`src/rtl/flap_display_scanner.sv`:
```
`default_nettype none
// ============================================================================
// Module   : flap_display_scanner
// Brief    : Time-multiplexes four 4-bit flap indicators onto one segment bus
//            with anti-ghost blanking, dot-driven blink, lamp test and a
//            frame-start strobe.
// Revision : 1.0 - initial release
// ============================================================================
module flap_display_scanner #(
   parameter int SCAN_DIV       = 1000,
   parameter int BLANK_CYCLES   = 50,
   parameter int BLINK_FRAMES   = 64,
   parameter int SEG_ACTIVE_LOW = 0,
   parameter int DIG_ACTIVE_LOW = 0
) (
   input  logic       clk,
   input  logic       async_nreset,
   input  logic       enable,
   input  logic       lamp_test,
   input  logic [3:0] segmented_input1,
   input  logic [3:0] segmented_input2,
   input  logic [3:0] segmented_input3,
   input  logic [3:0] segmented_input4,
   output logic [3:0] seg,
   output logic [3:0] digit_enable,
   output logic       frame_start
);

   localparam int CW = $clog2(SCAN_DIV);
   localparam int FW = (BLINK_FRAMES > 1) ? $clog2(BLINK_FRAMES) : 1;

   localparam logic [CW-1:0] c_cnt_last   = CW'(SCAN_DIV - 1);
   localparam logic [FW-1:0] c_frame_last = FW'(BLINK_FRAMES - 1);
   localparam logic [3:0]    c_seg_off    = (SEG_ACTIVE_LOW != 0) ? 4'hF : 4'h0;
   localparam logic [3:0]    c_dig_off    = (DIG_ACTIVE_LOW != 0) ? 4'hF : 4'h0;

   logic [CW-1:0] r_cnt;
   logic [1:0]    r_idx;
   logic [FW-1:0] r_frame_cnt;
   logic          r_blink;
   logic [3:0]    r_snap;
   logic          r_snap_lt;

   logic [3:0]    w_in;
   logic [3:0]    w_val;
   logic          w_lt;
   logic [3:0]    w_disp;
   logic [3:0]    w_onehot;
   logic          w_first;
   logic          w_wrap;
   logic          w_drive;

   always_comb begin
      w_in = segmented_input1;
      case (r_idx)
         2'd0:    w_in = segmented_input1;
         2'd1:    w_in = segmented_input2;
         2'd2:    w_in = segmented_input3;
         default: w_in = segmented_input4;
      endcase
   end

   assign w_first  = (r_cnt == '0);
   assign w_wrap   = (r_cnt == c_cnt_last);
   assign w_onehot = 4'b0001 << r_idx;

   // On the snapshot cycle the live input is used so a zero-length blank
   // phase still shows this slot's value rather than the previous one.
   assign w_val = w_first ? w_in      : r_snap;
   assign w_lt  = w_first ? lamp_test : r_snap_lt;

   always_comb begin
      w_disp = w_val;
      if (w_lt) begin
         w_disp = 4'b1111;
      end else if (w_val[3] && r_blink) begin
         w_disp = 4'b1000;
      end
   end

   generate
      if (BLANK_CYCLES == 0) begin : g_no_blank
         assign w_drive = 1'b1;
      end else begin : g_blank
         localparam logic [CW-1:0] c_blank = CW'(BLANK_CYCLES);
         assign w_drive = (r_cnt >= c_blank);
      end
   endgenerate

   always_ff @(posedge clk or negedge async_nreset) begin
      if (!async_nreset) begin
         r_cnt        <= '0;
         r_idx        <= 2'd0;
         r_frame_cnt  <= '0;
         r_blink      <= 1'b0;
         r_snap       <= 4'h0;
         r_snap_lt    <= 1'b0;
         seg          <= c_seg_off;
         digit_enable <= c_dig_off;
         frame_start  <= 1'b0;
      end else if (!enable) begin
         r_cnt        <= '0;
         r_idx        <= 2'd0;
         r_frame_cnt  <= '0;
         r_blink      <= 1'b0;
         seg          <= c_seg_off;
         digit_enable <= c_dig_off;
         frame_start  <= 1'b0;
      end else begin
         r_cnt <= w_wrap ? '0 : r_cnt + 1'b1;
         if (w_wrap) begin
            r_idx <= r_idx + 2'd1;
            if (r_idx == 2'd3) begin
               if (r_frame_cnt == c_frame_last) begin
                  r_frame_cnt <= '0;
                  r_blink     <= ~r_blink;
               end else begin
                  r_frame_cnt <= r_frame_cnt + 1'b1;
               end
            end
         end
         if (w_first) begin
            r_snap    <= w_in;
            r_snap_lt <= lamp_test;
         end
         seg          <= w_drive ? (w_disp ^ c_seg_off)   : c_seg_off;
         digit_enable <= w_drive ? (w_onehot ^ c_dig_off) : c_dig_off;
         frame_start  <= w_first && (r_idx == 2'd0);
      end
   end

endmodule
`default_nettype wire

```
`config.mk`:
```
export PLATFORM = sky130hd
export DESIGN_NAME = flap_display_scanner
export DESIGN_NICKNAME = d
export VERILOG_FILES = /design/src/rtl/flap_display_scanner.sv
export SDC_FILE = /design/constraint.sdc
export NUM_CORES = 1
export LEC_CHECK = 0
export CAP_MARGIN = 40
export CORE_ASPECT_RATIO = 1.5
export CORE_MARGIN = 2
export CORE_UTILIZATION = 42
export DETAILED_ROUTE_END_ITERATION = 8
export GPL_TIMING_DRIVEN = 1
export PLACE_DENSITY = 0.67
export SETUP_SLACK_MARGIN = 0.5
export SYNTH_ARGS = -nofsm -noshare
export SYNTH_HDL_FRONTEND = slang
export SYNTH_SLANG_ARGS = --single-unit
export TNS_END_PERCENT = 1
```
`constraint.sdc`:
```
create_clock -name clk -period 5.6 [get_ports clk]
set_input_delay 0.84 -clock clk [delete_from_list [all_inputs] [get_ports clk]]
set_output_delay 0.84 -clock clk [all_outputs]
set_load 0.005 [all_outputs]
```
==> results.toml <==
[floorplanning]
initial_core_util = 0.441
core_um2 = 3990
fp.dieH_um = 83.3
dieArea_um2 = 4740
num_io_pins = 29
rows = 28
dieWidth_um = 56.9

[cts]
cts_hold_buf = 0
clock_latency_ps = 280
clockBufferDepth = 2
numClockSinks = 33
post_cts_resized = 0
tritoncts = "built"
root_buffer = "clkbuf_8"
htree_num_levels = 2
numCtsBuffers = 5
cts_setup_buffers = 0
cts.reportedPaths.clkPinSlew_ps = 60

[yosys]
synthTopCellsByCount = "33 x dfrtp_1, 15 x a21oi_1, 14 x nor2_1"
synth_compound_area_frac = 0.103
synth_area_um2 = 1760
synth_warnings = 0
synth-xor-area-share = 0.0547
async_flop_share = 1.00
ys_ff_latch = 33
post_synth_fa_ha_maj_area_fraction = 0.0568
postSynthAreaPerCell_um2 = 10.5
yosysMostFrequentCell = "dfrtp_1"
synth_area_leaders = "dfrtp_1 47%, ha_1 5.7%, a21oi_1 4.3%"
synth_top_flop_cell = "dfrtp_1"
ys_seq_area_frac = 0.469
synth_top_area_cell = "dfrtp_1"
synth_edf_count = 0
muxShareOfSynthArea = 0.0675
synth_top_family_by_area = "simple AND/OR/NAND/NOR gates"
synthSimpleGateAreaFrac = 0.216
netlist_instances = 168
synth_top_area_share = 0.469
synth_fp_nets = 196
yosys.cell_types.count = 35

[sta]
period_minus_slack_ps = 2170
fin_setup_tns_ps = 0
worst_slew_pin_slew_ps = 697
fin_crit_sh = 0.387
relSlewSlack = 0.530
fmax_ghz = 0.461
setup_viol = 0
finalHoldViolCount = 0
grt_setup_unrepaired = "no"
skew_ps = 2.22
slew_violations = 0

[placement]
gp_congestion = 0.773
dpl_cell_area_um2 = 2070
port_buffers = 28
hpwlAfterDp_mm = 2.60

[drt]
drt_iter0_drc = 42
via_per_inst = 5.44
wl_per_cell_um = 14.1
ant_nets = 0
remaining_drc_errors = 0
drt_first_pass_iters = 4
dr_total_vias = 1321
routed_wl_mm = 3.42

[global_routing]
gr-total-overflow = 0
grt_pass1_wl_mm = 6.08
grt_pass1_vias = 1361
grt_max_degree = 34
grt_usage = 0.161
antenna_found_initial = 0

[setup_path]
worst-setup-path-type = "input pin to flip-flop"
ff2ff_setup_slack_ps = 3490
critPathSlowestCell = "clkdlybuf4s50_1"
crit_family = "buffers and inverters"
end_kind = "flip-flop"
crit_chain = "clkdlybuf4s50_1, o311ai_0, a21oi_1"
crit_buf_inv = 1
crit_required_ps = 5800
crit_fanout = 21
crit_path_start_kind = "input pin"
cp_slowest_stage_delay_ps = 890
cp_data_arrival_time_ps = 2360

[layout]
fin_area_um2 = 2150
area_delta_synth_final_pct = 22.2
fin_nets = 226
drive_gt1_frac = 0.0808
num_antenna_cells = 0

[power]
leakage_nw = 1.00
power_per_cell_area_nw_per_um2 = 229
peakVddDrop_v = 0.000168

[worst_hold_path]
min_path_type = "flip-flop to flip-flop"

[job]
maxCapViolCount = 0

[status]
status = "complete, no violations"
## path summary, 6_finish.rpt
path | from | end | depth (start not counted)
min reg2reg | r_snap[2] | r_snap[2] | 1
min | r_snap[2] | r_snap[2] | 1
max | enable | seg[2] | 3
max reg2reg | r_cnt[1] | r_snap[1] | 6
min in group asynchronous | async_nreset | r_idx[0] | 2
max in group asynchronous | async_nreset | r_frame_cnt[1] | 2
## flip-flops by register name, indices dropped and copies added, names as in the netlist
register / cells
digit_enable: 4
frame_start: 1
r_blink: 1
r_cnt: 10
r_frame_cnt: 6
r_idx: 2
r_snap: 4
r_snap_lt: 1
seg: 4
## through the flow
stage | std cells | hold slack, ps | power (mW) | worst slack, ps | util
2_1_floorplan | 168 | 467 | 0.296 | 3790 | -
3_3_place_gp | 236 | 485 | 0.320 | 3190 | 0.517
3_5_place_dp | 236 | 498 | 0.324 | 3120 | 0.517
4_1_cts | 243 | 512 | 0.501 | 3440 | 0.539
5_1_grt | 243 | 534 | 0.516 | 3290 | 0.539
6_report | 243 | 509 | 0.493 | 3430 | 0.539
## cell type report
class / instances / area (um^2)
well taps: 45 / 56.3
repair buffers: 29 / 288
inverters: 5 / 18.8
fillers: 363 / 1840
multi-input cells: 124 / 877
clock buffers: 7 / 86.3
flip-flops and latches: 33 / 826
## routing by layer
metal / track usage / up-vias / wire, um
met5: 0 / - / 0
met4: 0.0613 / 0 / 85
met3: 0.0514 / 7 / 143
met2: 0.285 / 29 / 1800
met1: 0.174 / 641 / 1390
li1: - / 644 / -
## power breakdown
group | total, mW | switching (mW) | internal [mW]
Clock | 0.175 | 0.0772 | 0.0973
Combinational | 0.0596 | 0.0264 | 0.0331
Sequential | 0.259 | 0.00823 | 0.250
Total | 0.493 | 0.112 | 0.381
## cells by family after synthesis
| family | count (synthesis) |
|---|---|
| AOI/OAI and AO/OA | 29 |
| xor gates and xnor gates | 11 |
| adders and majority gates | 8 |
| buffers and inverters | 11 |
| DFF | 33 |
| muxes | 11 |
| and+or+nand+nor | 65 |
## layout by cell type (no fill, tap or decap), drive strengths merged, types with 2 or more instances in the layout
cell type	Yosys	final
ha	8	8
o21ai	2	2
mux2i	4	4
xnor2	5	5
dfrtp	33	33
nor2b	8	8
nand3	5	5
nor3b	2	2
and4	2	2
and2	9	9
and3	6	6
mux2	7	7
xor2	6	6
nand4	4	4
a22oi	4	4
a31oi	2	2
clkbuf	2	7
nand2	11	11
nor2	14	14
clkdlybuf4s50	0	28
a21oi	15	15
inv	5	5
No activity file was read; power rests on OpenSTA's default activity.
